### src/rtl/pc_fetch_unit.sv
// Program-counter and fetch sequencer: issues fetches, presents instructions to decode, squashes after redirects.
// Optional trace outputs (redirect_count, last_redirect_src) are built when PC_FETCH_TRACE_EN is defined.
module pc_fetch_unit #(
   parameter int                ADDR_W      = 16,
   parameter int                INSTR_W     = 32,
   parameter logic [ADDR_W-1:0] RESET_VEC   = {ADDR_W{1'b0}},
   parameter int                FLUSH_DEPTH = 2
) (
   input  logic               clk,
   input  logic               reset,
   input  logic [ADDR_W-1:0]  jmp_loc,
   input  logic               pc_mux_sel,
   input  logic               stall,
   input  logic               fetch_ack,
   input  logic [INSTR_W-1:0] instr_in,
   output logic               fetch_req,
   output logic [ADDR_W-1:0]  fetch_addr,
   output logic [INSTR_W-1:0] instr_out,
   output logic               instr_valid,
   output logic [ADDR_W-1:0]  current_address,
   output logic               flush
`ifdef PC_FETCH_TRACE_EN
   ,
   output logic [15:0]        redirect_count,
   output logic [ADDR_W-1:0]  last_redirect_src
`endif
);

   typedef enum logic [1:0] {
      BOOT  = 2'd0,
      FETCH = 2'd1,
      HOLD  = 2'd2,
      FLUSH = 2'd3
   } state_t;

   localparam logic [2:0]        FLUSH_CNT = 3'(FLUSH_DEPTH);
   localparam logic [ADDR_W-1:0] PC_ONE    = {{(ADDR_W-1){1'b0}}, 1'b1};

   state_t               state_r, state_s;
   logic [ADDR_W-1:0]    pc_r, pc_s;
   logic                 req_r, req_s;
   logic [INSTR_W-1:0]   instr_r, instr_s;
   logic                 valid_r, valid_s;
   logic [ADDR_W-1:0]    cur_r, cur_s;
   logic                 flush_r, flush_s;
   logic [2:0]           cnt_r, cnt_s;
   logic                 redirect_s;
   logic                 accept_s;

   // Next-state and next-output logic; a redirect overrides whatever the per-state branch chose
   always_comb begin
      state_s    = state_r;
      pc_s       = pc_r;
      req_s      = req_r;
      instr_s    = instr_r;
      valid_s    = valid_r;
      cur_s      = cur_r;
      flush_s    = flush_r;
      cnt_s      = cnt_r;
      accept_s   = 1'b0;
      redirect_s = pc_mux_sel && (state_r != BOOT);

      case (state_r)
         BOOT: begin
            state_s = FETCH;
            req_s   = 1'b1;
         end
         FETCH: begin
            if (stall) begin
               req_s   = 1'b0;
               state_s = valid_r ? HOLD : FETCH;
            end else begin
               req_s    = 1'b1;
               accept_s = fetch_ack;
               valid_s  = 1'b0;
            end
         end
         HOLD: begin
            if (stall) begin
               state_s = HOLD;
            end else begin
               state_s  = FETCH;
               req_s    = 1'b1;
               accept_s = fetch_ack;
               valid_s  = 1'b0;
            end
         end
         FLUSH: begin
            if (cnt_r <= 3'd1) begin
               state_s = FETCH;
               req_s   = 1'b1;
               flush_s = 1'b0;
               cnt_s   = 3'd0;
            end else begin
               cnt_s = cnt_r - 3'd1;
            end
         end
         default: begin
            state_s = BOOT;
            req_s   = 1'b0;
         end
      endcase

      if (redirect_s) begin
         state_s = FLUSH;
         pc_s    = jmp_loc;
         req_s   = 1'b0;
         valid_s = 1'b0;
         flush_s = 1'b1;
         cnt_s   = FLUSH_CNT;
      end else if (accept_s) begin
         instr_s = instr_in;
         valid_s = 1'b1;
         cur_s   = pc_r;
         pc_s    = pc_r + PC_ONE;
      end else begin
         pc_s = pc_r;
      end
   end

   // State and output registers with asynchronous reset
   always_ff @(posedge clk or negedge reset) begin
      if (!reset) begin
         state_r <= BOOT;
         pc_r    <= RESET_VEC;
         req_r   <= 1'b0;
         instr_r <= {INSTR_W{1'b0}};
         valid_r <= 1'b0;
         cur_r   <= RESET_VEC;
         flush_r <= 1'b0;
         cnt_r   <= 3'd0;
      end else begin
         state_r <= state_s;
         pc_r    <= pc_s;
         req_r   <= req_s;
         instr_r <= instr_s;
         valid_r <= valid_s;
         cur_r   <= cur_s;
         flush_r <= flush_s;
         cnt_r   <= cnt_s;
      end
   end

   assign fetch_req       = req_r;
   assign fetch_addr      = pc_r;
   assign instr_out       = instr_r;
   assign instr_valid     = valid_r;
   assign current_address = cur_r;
   assign flush           = flush_r;

`ifdef PC_FETCH_TRACE_EN
   logic [15:0]       rcount_r;
   logic [ADDR_W-1:0] rsrc_r;

   // Redirect trace: saturating count and the PC that was abandoned
   always_ff @(posedge clk or negedge reset) begin
      if (!reset) begin
         rcount_r <= 16'h0000;
         rsrc_r   <= {ADDR_W{1'b0}};
      end else if (redirect_s) begin
         rcount_r <= (rcount_r == 16'hFFFF) ? rcount_r : rcount_r + 16'h0001;
         rsrc_r   <= pc_r;
      end else begin
         rcount_r <= rcount_r;
         rsrc_r   <= rsrc_r;
      end
   end

   assign redirect_count    = rcount_r;
   assign last_redirect_src = rsrc_r;
`endif

endmodule

### config.mk
export PLATFORM = sky130hd
export DESIGN_NAME = pc_fetch_unit
export DESIGN_NICKNAME = d
export VERILOG_FILES = /design/src/rtl/pc_fetch_unit.sv
export SDC_FILE = /design/constraint.sdc
export NUM_CORES = 1
export LEC_CHECK = 0
export CAP_MARGIN = 20
export CORE_MARGIN = 2
export CORE_UTILIZATION = 48
export DETAILED_ROUTE_END_ITERATION = 8
export GPL_TIMING_DRIVEN = 0
export HOLD_SLACK_MARGIN = 0.05
export PLACE_DENSITY = 0.86
export SLEW_MARGIN = 40
export SYNTH_ARGS = -nofsm -noshare
export SYNTH_HDL_FRONTEND = slang
export SYNTH_SLANG_ARGS = --single-unit
### constraint.sdc
create_clock -name clk -period 5 [get_ports clk]
set_input_delay 1 -clock clk [delete_from_list [all_inputs] [get_ports clk]]
set_output_delay 1 -clock clk [all_outputs]
set_load 0.01 [all_outputs]
### Word level (Yosys, flattened, before mapping)

Cells that the tools add are included.

| storage, ports and cells | value |
|---|---|
| flip-flop bits (word level) | 72 |
| input port bits | 53 |
| output and inout port bits | 67 |
| word-level logic and storage cells | 57 |

| operators by class | value |
|---|---|
| add/sub/neg operators | 2 |
| order comparisons | 1 |
| equal/unequal tests | 7 |
| muxes and demuxes | 25 |
| bitwise operators | 1 |
| reduce and logical (&&, ||, !) cells | 13 |

Operator list:

| operator | number |
|---|---|
| $mux W16 | 2 |
| $add A16 B1 Y16 const B | 1 |
| $mux W1 | 13 |
| $mux W2 | 5 |
| $reduce_and A2 Y1 | 5 |
| $mux W3 | 3 |
| $ne A3 B3 Y1 const B | 3 |
| $pmux W2 S4 | 1 |
| $reduce_bool A2 Y1 | 4 |
| $eq A2 B2 Y1 const B | 2 |
| $pmux W1 S4 | 1 |
| $le A3 B1 Y1 const B | 1 |
| $ne A3 B1 Y1 const B | 1 |
| $reduce_bool A3 Y1 | 1 |
| $sub A3 B1 Y3 const B | 1 |
| $eq A2 B1 Y1 const B | 1 |
| $logic_not A2 Y1 | 1 |
| $reduce_or A2 Y1 | 1 |
| $logic_and A1 B1 Y1 | 1 |
| $not A1 Y1 | 1 |

### Longest topological paths before layout

Gate-level depths: netlist (run 1).

| logic depth | value |
|---|---|
| depth in word-level cells | 5 |
| depth in mapped cells | 8 |
| depth with buffers taken out | 6 |

### Least setup slack after synthesis (run 1)

OpenSTA, ideal clock, no wires.

| path | value |
|---|---|
| kind | input -> register |
| from | input pc_mux_sel |
| to | register instr_r[23] (netlist: instr_out[23]) |
| library setup time | 0.125 ns |
| arrival | 1.995 ns |
| required time | 4.875 ns |
| path slack | 2.881 ns |
| stages on the path | 6 |
| path through | nor2b_1 > buf_2 > nor2_2 > buf_4 > buf_6 > mux2_2 |

| on the way | value |
|---|---|
| cells in the longest elaborated chain, start to end | 3 |

Ends and longest elaborated chain:

| element | line | text |
|---|---|---|
| from (decl) | 12 | `input logic pc_mux_sel,` |
| $logic_and A1 B1 Y1 | 61 | `redirect_s = pc_mux_sel && (state_r != BOOT);` |
| $not A1 Y1 (no source line) | - |  |
| $reduce_and A2 Y1 (no source line) | - |  |
| to (signal assigned) | 127 | `instr_r <= {INSTR_W{1'b0}};` |
| to (signal assigned) | 136 | `instr_r <= instr_s;` |
| to (decl) | 42 | `logic [INSTR_W-1:0] instr_r, instr_s;` |

No other way between the ends.
A chain may end at the register's enable or synchronous reset.

### Worst setup path after layout (run 1)

| path | value |
|---|---|
| from | input stall |
| to | register cur_r[8] (netlist: current_address[8]) |

| on the way | value |
|---|---|
| cells in the longest elaborated chain, start to end | 3 |

Ends and longest elaborated chain:

| element | line | text |
|---|---|---|
| from (decl) | 13 | `input logic stall,` |
| $mux W1 | 69, 79 |  |
| $mux W1 | - |  |
| $reduce_and A2 Y1 (no source line) | - |  |
| to (signal assigned) | 138 | `cur_r <= cur_s;` |
| to (decl) | 44 | `logic [ADDR_W-1:0] cur_r, cur_s;` |

No other way between the ends.

==> impl_metrics.json, run 1 <==
{
  "status": "finished clean",
  "root_buffer": "clkbuf_8",
  "initial_core_util_pct": 50.3,
  "routed-wl-met2_um": 3860,
  "synth_xor_area_share_pct": 3.26,
  "drt-total-wl_um": 7700,
  "worstMarginPinSlew_ns": 0.593,
  "coreArea_sq_um": 6420,
  "syn_inst": 258,
  "muxShareOfSynthArea_pct": 18.0,
  "rsz0062_at_grt": "false",
  "die_h_um": 86.0,
  "fmax_mhz": 396,
  "synth_fa_ha_area_share_pct": 2.71,
  "routed.top_layer": "met4",
  "routedWlPerCell_um": 16.4,
  "insertedDiodeCount": 0,
  "hold_class": "primary input to asynchronous set/reset pin",
  "setup_ws_ns": 2.47,
  "hold_viol_final": 0,
  "cts_buffers": 9,
  "drtAntennaViolNets": 0,
  "dr.first_iter.drc_count": 95,
  "cp_cell_sequence": "clkdlybuf4s50_1 > nand3b_4 > nor2_2 > buf_4 > buf_6 > mux2_2",
  "area_delta_synth_final_pct": 48.3,
  "fin_setup_tns_ns": 0,
  "post-cts-setup-buffer-count": 0,
  "crit_type": "primary input to register",
  "critPathLaunchType": "primary input",
  "wl_met3_um": 439,
  "setup_viol_count_final": 0,
  "die_area_sq_um": 7400,
  "p_per_area_nw_per_um2": 569,
  "firstDrtPassIters": 4,
  "worstPathRequired_ns": 5.23,
  "max_stage_delay_ns": 0.53,
  "ys_warn_count": 0,
  "clock_sinks": 72,
  "final_area_sq_um": 4790,
  "grt_pass1_vias": 2588,
  "cts_resized": 0,
  "fill_cells": 468,
  "pin_count": 120,
  "viasPerCell": 5.23,
  "grt_first_pass_wirelength_um": 12600,
  "cts_hold_buffers": 0,
  "drive_above_1_share_pct": 20.6,
  "postPlaceCellArea_sq_um": 4540,
  "slew_violations": 0,
  "tritoncts": "built",
  "fin_crit_sh_pct": 50.5,
  "drcViolationCount": 0,
  "fin_skew_ns": 0.00747,
  "yosys.cell_types.count": 43,
  "synth_top_cell_by_area": "dfrtp_1",
  "max-cap-violations": 0,
  "clk_path_buf_depth": 2,
  "antenna_found_initial": 0,
  "synth_top_area_share_pct": 55.8,
  "synth_ff_type": "dfrtp_1",
  "synth_edf_count": 0,
  "portBuffers": 119,
  "critPathMaxFanout": 10,
  "synth_area_leaders": "dfrtp_1 56%, mux2_2 17%, nand2_1 2.9%",
  "htree_levels": 3,
  "syn-cell-area_sq_um": 3230,
  "nNetsFinal": 449,
  "synth_compound_area_share_pct": 5.97,
  "vias": 2460,
  "dpl.hpwl_um": 5700,
  "gp_routability_congestion": 0.764,
  "critPathCaptureType": "register",
  "vdd.ir_drop.worst_uv": 379,
  "num_rows": 29,
  "async_reset_ff_share_pct": 100,
  "p_leak_nw": 2.03,
  "synth_fp_nets": 318,
  "cts.reportedPaths.clkPinSlew_ns": 0.08,
  "grt_max_degree": 47,
  "die_w_um": 86.0,
  "grt_usage_pct": 22.3,
  "synth_top_family_by_area": "multiplexers",
  "synth.avg_cell_area_sq_um": 12.5,
  "clock_latency_ns": 0.35,
  "slowest_stage": "clkdlybuf4s50_1",
  "slew-limit-headroom_pct": 60.2,
  "power_mw": 2.72,
  "fin_crit_ns": 2.53,
  "overflow": 0,
  "ys_seq_area_share_pct": 55.8,
  "met1_length_um": 3230,
  "yosys.area_share.simple_pct": 10.9,
  "synth.ff_latch_count": 72,
  "dp_slack_ns": 2.10,
  "cp_data_arrival_time_ns": 2.76
}
==> worst max-delay path: cells and delay by family <==
kind | cells | cell delay, ns
buffers and inverters | 3 | 0.93
and+or+nand+nor | 2 | 0.45
muxes | 1 | 0.36
==> sequential cells by signal, indices dropped and copies added, names as in the netlist <==
signal	flops
cnt_r	3
fetch_addr	16
state_r	2
instr_out	32
instr_valid	1
current_address	16
flush	1
fetch_req	1
==> through the flow <==
stage,util (%),std cells,hold slack (ns)
2_1_floorplan,-,258,0.523
5_1_grt,74.5,470,0.517
3_3_place_gp,70.3,454,0.485
4_1_cts,74.5,470,0.505
3_5_place_dp,70.8,455,0.488
6_report,74.5,470,0.504
==> where the power goes <==
group          total [mW]  internal (mW)  switching, mW
logic                1.16          0.701          0.460
clock network       0.561          0.342          0.219
registers            1.00          0.831          0.170
==> layout by cell type, fill, tap and decap left out, types with 2 or more instances in the layout <==
cell type / n
buf_2: 3
nor3_1: 5
nand3_1: 6
nand2_1: 25
clkbuf_1: 3
ha_1: 7
o21ai_0: 16
clkdlybuf4s50_1: 118
o211ai_1: 3
xor2_1: 2
nand4_1: 3
clkbuf_8: 10
clkinvlp_4: 2
inv_1: 11
mux2i_1: 3
bufinv_16: 3
a21oi_1: 2
and2_1: 2
nor4_1: 4
mux2_2: 49
buf_6: 3
xnor2_1: 10
dfrtp_1: 72
nor2_1: 7
==> area by class of cell <==
cell class                      instances  area [sq um]  area share, %
Sequential cell                        72          1800           37.6
Buffer                                 11          65.1           1.36
Inverter                               11          41.3          0.863
Timing Repair Buffer                  120          1220           25.5
Tap cell                               77          96.3           2.01
Clock buffer                           10           138           2.88
Multi-Input combinational cell        164          1320           27.6
Clock inverter                          5           105           2.20
==> cell families after synthesis <==
group                    after synthesis
multiplexers                          52
flip-flops                            72
AND/OR/NAND/NOR                       62
buffers and inverters                 22
XOR/XNOR                              12
AO/OA/AOI/OAI                         31
adder cells (fa/ha/maj)                7
==> final timing paths <==
check,end,from,slack [ns],depth (start not counted)
min in group clk,instr_out[29],instr_out[29],0.51,1
hold reg to reg,instr_out[29],instr_out[29],0.51,1
max in group asynchronous,current_address[11],reset,3.99,2
setup reg to reg,current_address[8],state_r[0],2.81,7
setup / recovery,current_address[8],stall,2.47,6
hold / removal,cnt_r[1],reset,0.50,1
==> metal layers <==
| layer | GRT usage, % | up-vias |
|---|---|---|
| met5 | 0 | - |
| met4 | 10.1 | 0 |
| met3 | 5.68 | 14 |
| met2 | 35.5 | 76 |
| met1 | 28.7 | 1204 |
| li1 | - | 1166 |
==> synth_stat cells (all sizes together), types with 2 or more instances <==
cell type	count
a21oi	2
and2	2
buf	7
clkbuf	4
dfrtp	72
ha	7
inv	11
mux2	49
mux2i	3
nand2	25
nand3	7
nand4	3
nand4b	2
nor2	8
nor3	5
nor4	5
o211ai	3
o21ai	17
xnor2	10
xor2	2
No activity file was read; power rests on OpenSTA's default activity.
==> run 2, diff against run 1 <==
- CORE_UTILIZATION: 48 -> 44
- PLACE_DENSITY: 0.86 -> 0.8
- clock period: 5 -> 2.4 ns (I/O delays scaled with it)
==> run 2 against run 1 <==
Cell count is 5.1% higher. Utilization is 8.0 points lower. Worst hold slack better by 0.0029 ns. Power is 99% higher. Critical path depth is 1 higher. Non-clock buffer count is 1 higher.
==> impl_metrics.json, run 2 (synthesized netlist as in run 1, its figures left out) <==
{
  "post-cts-setup-buffer-count": 0,
  "gp_routability_congestion": 0.794,
  "rr_endpoint": "instr_out[29]",
  "slew_violations": 0,
  "reg2reg_slack_ns": 0.29,
  "vdd.ir_drop.worst_uv": 540,
  "cts_resized": 0,
  "clk_path_buf_depth": 2,
  "slew-limit-headroom_pct": 61.5,
  "fmax_mhz": 473,
  "drcViolationCount": 0,
  "critPathMaxFanout": 10,
  "dpl.hpwl_um": 5330,
  "holdWs_ns": 0.507,
  "portBuffers": 119,
  "critPathCaptureType": "register",
  "clock_latency_ns": 0.34,
  "nNetsFinal": 450,
  "dr.first_iter.drc_count": 64,
  "insertedDiodeCount": 0,
  "overflow": 0,
  "drtAntennaViolNets": 0,
  "final_util_pct": 66.6,
  "fin_cells": 494,
  "cp_data_arrival_time_ns": 2.34,
  "hold_class": "register to register",
  "crit_type": "register to register",
  "final_common_cell": "clkdlybuf4s50_1",
  "routedWlPerCell_um": 14.6,
  "cts_buffers": 9,
  "grt_first_pass_wirelength_um": 11400,
  "grt_usage_pct": 18.4,
  "hold_path_depth": 1,
  "viasPerCell": 4.94,
  "vias": 2439,
  "rsz0062_at_grt": "false",
  "rr_worst_depth": 7,
  "p_per_area_nw_per_um2": 1130,
  "fin_crit_ns": 2.11,
  "fin_setup_tns_ns": 0,
  "holdCritStartpoint": "instr_out[9]",
  "setup_viol_count_final": 0,
  "coreArea_sq_um": 7180,
  "clock_sinks": 72,
  "postPlaceCellArea_sq_um": 4570,
  "fin_crit_sh_pct": 88.1,
  "reg2reg_from": "state_r[0]",
  "antenna_found_initial": 0,
  "status": "finished clean",
  "area_delta_synth_final_pct": 48.0,
  "largest_reg_flops": 32,
  "grt_pass1_vias": 2344,
  "die_h_um": 89.7,
  "grt_max_degree": 54,
  "dp_slack_ns": 0.0371,
  "layout_common_cells": "118 x clkdlybuf4s50_1, 72 x dfrtp_1, 49 x mux2_2",
  "min_to": "instr_out[9]",
  "drt-total-wl_um": 7210,
  "fin_skew_ns": 0.00475,
  "final_area_sq_um": 4780,
  "initial_core_util_pct": 45.0,
  "tritoncts": "built",
  "firstDrtPassIters": 4,
  "die_area_sq_um": 8040,
  "drive_above_1_share_pct": 20.8,
  "cts_hold_buffers": 1,
  "hold_viol_final": 0,
  "root_buffer": "clkbuf_8",
  "p_leak_nw": 2.01,
  "pin_count": 120,
  "power_mw": 5.41,
  "htree_levels": 3,
  "num_rows": 31,
  "worstPathRequired_ns": 2.62,
  "dp.cells": 477,
  "worstMarginPinSlew_ns": 0.574,
  "cts.reportedPaths.clkPinSlew_ns": 0.08,
  "max-cap-violations": 0,
  "die_w_um": 89.7,
  "critPathLaunchType": "register",
  "setup_ws_ns": 0.285
}
-- run 2: cell count changes in the layout (fill, tap and decap cells not counted), sizes merged --
| cell | previous run | this run |
|---|---|---|
| clkinv | 0 | 2 |
| inv | 11 | 12 |
| clkbuf | 14 | 13 |
| dlygate4sd3 | 0 | 1 |
| clkinvlp | 2 | 3 |
| bufinv | 3 | 1 |
-- run 2: routing by layer --
metal	share of wire (%)	vias to the layer above	GRT usage, %
met1	44	1183	25.4
met3	6.0	13	4.11
met5	0	-	0
li1	-	1169	-
met2	48	74	28.7
met4	1.8	0	6.78
-- run 2: worst max path at each step --
stage | cells past startpoint | slack (ns) | endpoint | startpoint
floorplan | 7 | 0.53 | instr_out[23] | state_r[0]
global placement | 1 | -1.62 | instr_out[18] | reset
detailed placement | 6 | 0.04 | instr_out[29] | stall
CTS | 7 | 0.25 | instr_out[29] | state_r[0]
global route | 7 | 0.14 | current_address[3] | state_r[0]
finish | 7 | 0.29 | instr_out[29] | state_r[0]
-- run 2: final cells by class --
class	instances	area, sq um
Buffer	11	65.1
Clock buffer	9	124
Clock inverter	7	71.3
Fill cell	562	2400
Inverter	11	41.3
Multi-Input combinational cell	164	1320
Sequential cell	72	1800
Tap cell	99	124
Timing Repair Buffer	121	1230
-- run 2: report_power, final --
group / total [mW] / switching [mW] / internal, mW
logic: 2.39 / 0.934 / 1.46
registers: 2.07 / 0.339 / 1.73
clock network: 0.946 / 0.466 / 0.479
total: 5.41 / 1.74 / 3.67
-- run 2: worst max-delay path, stage by stage (launching register included) --
cell      delay (ns)
dfrtp_1         0.39
inv_1           0.09
ha_1            0.44
nand3b_4        0.17
nor2_2          0.17
buf_4           0.22
buf_6           0.17
mux2_2          0.35
==> run 3, diff against run 2 <==
- SLEW_MARGIN: 40 -> 25
==> run 3 against run 2 <==
Critical path depth is the same. Sequential power hardly changed. Clock skew grew 0.0019 ns. Power is 0.13% higher. Via count up 0.12%. Cell area hardly changed. Critical endpoint unchanged. Wire length grew 1.3%. Combinational power hardly changed. Sequential cell count is the same. Worst setup slack got worse by 0.0021 ns. Cell count did not move. Clock power is 0.4% higher.
==> impl_metrics.json, run 3 (synthesized netlist as in run 1, its figures left out) <==
{
  "drtAntennaViolNets": 0,
  "switchingPower_mw": 1.75,
  "power_mw": 5.42,
  "overflow": 0,
  "switching_share_pct": 32.3,
  "final-seq-area_sq_um": 1800,
  "final_common_cell": "clkdlybuf4s50_1",
  "setup_ws_ns": 0.283,
  "grtUsageMet2_pct": 30.2,
  "final_util_pct": 66.5,
  "fmax_mhz": 472,
  "slowest_stage": "ha_1",
  "cp_data_arrival_time_ns": 2.34,
  "drive_above_1_share_pct": 20.8,
  "intPower_mw": 3.67,
  "portBuffers": 119,
  "coreArea_sq_um": 7180,
  "nNetsFinal": 450,
  "critPathTopFamily": "buffers and inverters",
  "p_per_area_nw_per_um2": 1130,
  "fin_crit_ns": 2.12,
  "gp_routability_congestion": 0.794,
  "die_h_um": 89.7,
  "pin_count": 120,
  "slew_violations": 0,
  "grt_first_pass_wirelength_um": 11600,
  "grt_use_met3_pct": 3.93,
  "critPathMaxFanout": 10,
  "critPathCaptureType": "register",
  "fin_setup_tns_ns": 0,
  "dp.cells": 477,
  "critPathLaunchType": "register",
  "pwr-share-clk_pct": 17.5,
  "cts_buffers": 9,
  "largest_reg_flops": 32,
  "multi_input_area_sq_um": 1320,
  "critPathBufInv": 3,
  "fin_crit_sh_pct": 88.2,
  "slew-limit-headroom_pct": 61.7,
  "p_comb_share_pct": 44.2,
  "root_buffer": "clkbuf_8",
  "vdd.ir_drop.worst_uv": 483,
  "dp_slack_ns": 0.0463,
  "dpl.hpwl_um": 5330,
  "status": "finished clean",
  "fin_cells": 494,
  "crit_type": "register to register",
  "grt_max_degree": 54,
  "area_delta_synth_final_pct": 47.9,
  "worstMarginPinSlew_ns": 0.571,
  "grt_usage_pct": 18.7,
  "routedWlPerCell_um": 14.8,
  "die_area_sq_um": 8040,
  "p_leak_nw": 2.01,
  "fill_cells": 558,
  "max-cap-violations": 0,
  "firstDrtPassIters": 4,
  "setup_viol_count_final": 0,
  "layout_common_cells": "118 x clkdlybuf4s50_1, 72 x dfrtp_1, 49 x mux2_2",
  "max_stage_delay_ns": 0.44,
  "num_rows": 31,
  "viasPerCell": 4.94,
  "drcViolationCount": 0,
  "grt_pass1_vias": 2376,
  "hold_viol_final": 0,
  "cts_resized": 0,
  "vias": 2442,
  "drt-total-wl_um": 7300,
  "cts.reportedPaths.clkPinSlew_ns": 0.07,
  "tritoncts": "built",
  "grt.busiest_layer": "met2",
  "gr-usage-met1_pct": 24.7,
  "clk_path_buf_depth": 2,
  "hold_class": "register to register",
  "antenna_found_initial": 0,
  "die_w_um": 89.7,
  "cp_cell_sequence": "inv_1 > ha_1 > nand3b_4 > nor2_2 > buf_4 > buf_6 > mux2_2",
  "initial_core_util_pct": 45.0,
  "rsz0062_at_grt": "false",
  "worstPathRequired_ns": 2.63,
  "insertedDiodeCount": 0,
  "clock_latency_ns": 0.35,
  "fin_skew_ns": 0.00663,
  "clock_sinks": 72,
  "pwr-share-seq_pct": 38.3,
  "htree_levels": 3,
  "dr.first_iter.drc_count": 64
}
run 3: cell counts in the layout (fill, tap and decap cells not counted):
Identical to the previous run, type by type.
run 3: final cells by class:
class,count,share of cell area (%)
well taps,99,2.60
clock inverters,7,1.49
flip-flops and latches,72,37.7
inverters,11,0.865
plain buffers,11,1.36
repair buffers,121,25.7
multi-input cells,164,27.7
clock buffers,9,2.60
run 3: final timing paths:
kind | from | slack [ns] | end | depth (start not counted)
max | state_r[0] | 0.28 | instr_out[29] | 7
min | instr_out[6] | 0.51 | instr_out[6] | 1
max reg2reg | state_r[0] | 0.28 | instr_out[29] | 7
min reg2reg | instr_out[6] | 0.51 | instr_out[6] | 1
max in group asynchronous | reset | 1.31 | instr_out[5] | 3
min in group asynchronous | reset | 0.55 | cnt_r[0] | 2
run 3: what timing repair did:
| item | in CTS | in global routing |
|---|---|---|
| hold buffers | 1 | 0 |
| hold endpoints to repair | 19 | 0 |
| setup buffers | 0 | 0 |
| setup endpoints to repair | 0 | 0 |
run 3: power by group through the flow:
stage          sequential, mW  combinational [mW]  clock [mW]
3_5_place_dp             2.10                2.41           0
4_1_cts                  2.08                2.42       0.974
2_1_floorplan            2.29               0.906           0
6_report                 2.07                2.39       0.950
3_3_place_gp             2.08                2.36           0
5_1_grt                  2.15                2.60        1.02
run 3: layer usage:
metal / share of wire [%] / vias to the layer above
li1: - / 1171
met4: 1.8 / 0
met5: 0 / -
met1: 42 / 1161
met3: 6.9 / 15
met2: 49 / 95
run 3: metrics by stage:
step / hold slack, ns / area (sq um)
CTS: 0.512 / 4770
finish: 0.508 / 4770
floorplan: 0.184 / 3230
detailed placement: 0.383 / 4570
global placement: 0.488 / 4540
global route: 0.521 / 4770
==> edit (flow settings as in run 3) <==
The 4 states of `state_t` get a one-hot encoding in 4 bits.
--- a/src/rtl/pc_fetch_unit.sv
+++ b/src/rtl/pc_fetch_unit.sv
@@ -26,11 +26,11 @@
 `endif
 );
 
-   typedef enum logic [1:0] {
-      BOOT  = 2'd0,
-      FETCH = 2'd1,
-      HOLD  = 2'd2,
-      FLUSH = 2'd3
+   typedef enum logic [3:0] {
+      BOOT  = 4'b0001,
+      FETCH = 4'b0010,
+      HOLD  = 4'b0100,
+      FLUSH = 4'b1000
    } state_t;
 
    localparam logic [2:0]        FLUSH_CNT = 3'(FLUSH_DEPTH);
Function: no difference found for any inputs over 10 cycles, from zero or initial values and one cycle with reset low; not proved beyond that.
==> edit against run 3 <==
Design area grew 3.0%. Count of clock-buffer cells in the layout is the same. Worst setup slack lost 0.10 ns. Critical path depth is 2 lower. Area after synthesis grew 2.4%. Power rose by 0.56%. Sequential cell count increased by 2. Routed wire length is 7.2% higher. Maximum frequency fell by 4.7%. Clock power rose by 24%. Synthesized cell count grew 8.5%. First-iteration DRC count rose by 110%. Hold slack worse by 0.0077 ns. Largest cell class unchanged. Highest routed layer unchanged.
==> edit: results (changes against run 3) <==
qor: finish.antenna-diode-count 0 [unchanged]
qor: routing.via_density_per_instance 5.15 [+4.1%]
qor: finish.design.final.nets 468 [+4.0%]
qor: critical_path.critical_path.slowest_cell sky130_fd_sc_hd__or4_1
qor: placed_design.detailed_place_hpwl 5750 µm [+7.9%]
qor: timing.max-slew-margin-rel 60.9% [-0.73 points]
qor: global_routing.first_pass_grt_wire_length 12800 µm [+11%]
qor: global_routing.grt_pass1_vias 2646 [+11%]
qor: timing.clock-skew-final 0.0113 ns [+0.00471 ns]
qor: placed_design.placement.cell_area 4640 µm² [+1.7%]
qor: global_routing.maximum_number_of_pins_on_one_net_before_global_route_repair 53 [-1.9%]
qor: global_routing.use_met2 30.3% [+0.072 points]
qor: global_routing.grt_util_met3 5.18% [+1.2 points]
qor: placed_design.placedCellCount 499 [+4.6%]
qor: min_path.hold-path-cell-count 2 [+1]
qor: global_routing.met1_usage 26.2% [+1.5 points]
qor: synth.synth_common_cells sky130_fd_sc_hd__dfrtp_1, sky130_fd_sc_hd__mux2_2, sky130_fd_sc_hd__o21ai_0
qor: finish.drive_above_1_share 18.7% [-2.1 points]
qor: critical_path.critical-path-max-stage-delay 0.51 ns [+0.07 ns]
qor: routing.initialDrtViolationCount 133 [+110%]
qor: routing.routedWlPerCell 15.2 µm [+2.6%]
qor: critical_path.worstPathArrival 2.50 ns [+0.16 ns]
qor: synth.yosys.cell_types.count 41 [-4.7%]
qor: critical_path.timing.reg2reg.worst_path_depth 5 [-2]
qor: synth.synthTopCellsByArea sky130_fd_sc_hd__dfrtp_1, sky130_fd_sc_hd__mux2_2, sky130_fd_sc_hd__o21ai_0
qor: synth.synth_warnings 0 [unchanged]
qor: synth.synth_nets 336 [+5.7%]
qor: placed_design.gpl.final_weighted_congestion 0.863 [+8.7%]
qor: synth.register_area_share_after_synthesis 56.1% [+0.26 points]
qor: routing.vias 2656 [+8.8%]
qor: clocking.number_of_h_tree_branching_levels 3 [unchanged]
qor: clocking.clk_pin_slew_worst_paths 0.09 ns [+0.02 ns]
qor: critical_path.cp_top_family simple AND/OR/NAND/NOR gates
qor: status.outcome finished, final reports clean
qor: synth.post_synth.cell_area_avg 11.8 µm² [-5.7%]
qor: global_routing.grt_util_all_layers 19.6% [+0.86 points]
qor: pwr.ir_drop 0.511 mV [+5.8%]
qor: critical_path.critical_path.max_fanout 9 [-1]
qor: pwr.power.leakage 2.10 nW [+4.5%]
edit: cell count changes after synthesis, moves of 3 or more:
cell / before / now
sky130_fd_sc_hd__a21oi_1: 2 / 5
sky130_fd_sc_hd__a31oi_1: 1 / 7
sky130_fd_sc_hd__buf_2: 3 / 6
sky130_fd_sc_hd__clkbuf_1: 3 / 9
sky130_fd_sc_hd__ha_1: 7 / 3
sky130_fd_sc_hd__inv_1: 11 / 5
sky130_fd_sc_hd__nand2_1: 25 / 20
sky130_fd_sc_hd__nand2b_1: 1 / 5
sky130_fd_sc_hd__nand3_1: 6 / 10
sky130_fd_sc_hd__nor2_1: 7 / 14
sky130_fd_sc_hd__o21ai_0: 16 / 22
sky130_fd_sc_hd__or3_1: 0 / 7
sky130_fd_sc_hd__or4_1: 0 / 4
sky130_fd_sc_hd__xnor2_1: 10 / 5
edit: worst paths after layout:
| path | from | to | slack [ns] |
|---|---|---|---|
| max | state_r[3] | fetch_addr[15] | 0.18 |
| min | flush | flush | 0.50 |
| max reg2reg | state_r[3] | fetch_addr[15] | 0.18 |
| min reg2reg | flush | flush | 0.50 |
| max in group asynchronous | reset | current_address[1] | 1.28 |
| min in group asynchronous | reset | current_address[15] | 0.57 |
edit: cell type report:
cell class	instances	area, µm²
clock inverters	7	124
flip-flops and latches	74	1850
well taps	99	124
plain buffers	15	66.3
inverters	5	18.8
multi-input cells	186	1380
repair buffers	121	1230
clock buffers	9	124
fillers	576	2340
edit: cells by family after synthesis:
group,synth area share [%]
AO/OA/AOI/OAI,8.63
XOR/XNOR,2.12
adder cells (fa/ha/maj),1.14
buffers and inverters,2.50
flip-flops,56.1
multiplexers,16.7
AND/OR/NAND/NOR,12.9
edit: repair_timing:
item	4_1_cts	5_1_grt
setup endpoints to repair	0	42
gates resized for setup	0	4
endpoints found under the hold margin	21	0
hold buffers	1	0
edit: power by group:
group | internal, mW | leakage (nW) | total (mW) | switching, mW
clock | 0.699 | 0.120 | 1.18 | 0.481
combinational | 1.30 | 1.03 | 2.21 | 0.910
sequential | 1.73 | 0.943 | 2.05 | 0.325
edit: stage by stage:
| stage | hold WS [ns] | setup slack, ns | total power, mW | setup TNS (ns) | util (%) |
|---|---|---|---|---|---|
| after detailed placement | 0.397 | -0.329 | 4.29 | -11.91 | 64.0 |
| after CTS | 0.502 | 0.0298 | 5.49 | 0 | 67.6 |
| after global placement | 0.479 | -1.73 | 4.22 | -139.20 | 63.7 |
| final | 0.500 | 0.179 | 5.45 | 0 | 67.8 |
| after floorplan | 0.184 | 0.294 | 3.06 | 0 | - |
| after global routing | 0.523 | 0.0178 | 5.78 | 0 | 67.8 |
edit: per-layer routing:
metal | up-vias | share of wire (%)
met5 | - | 0
met4 | 0 | 1.8
met3 | 13 | 7.3
met2 | 98 | 47
met1 | 1275 | 44
li1 | 1270 | -
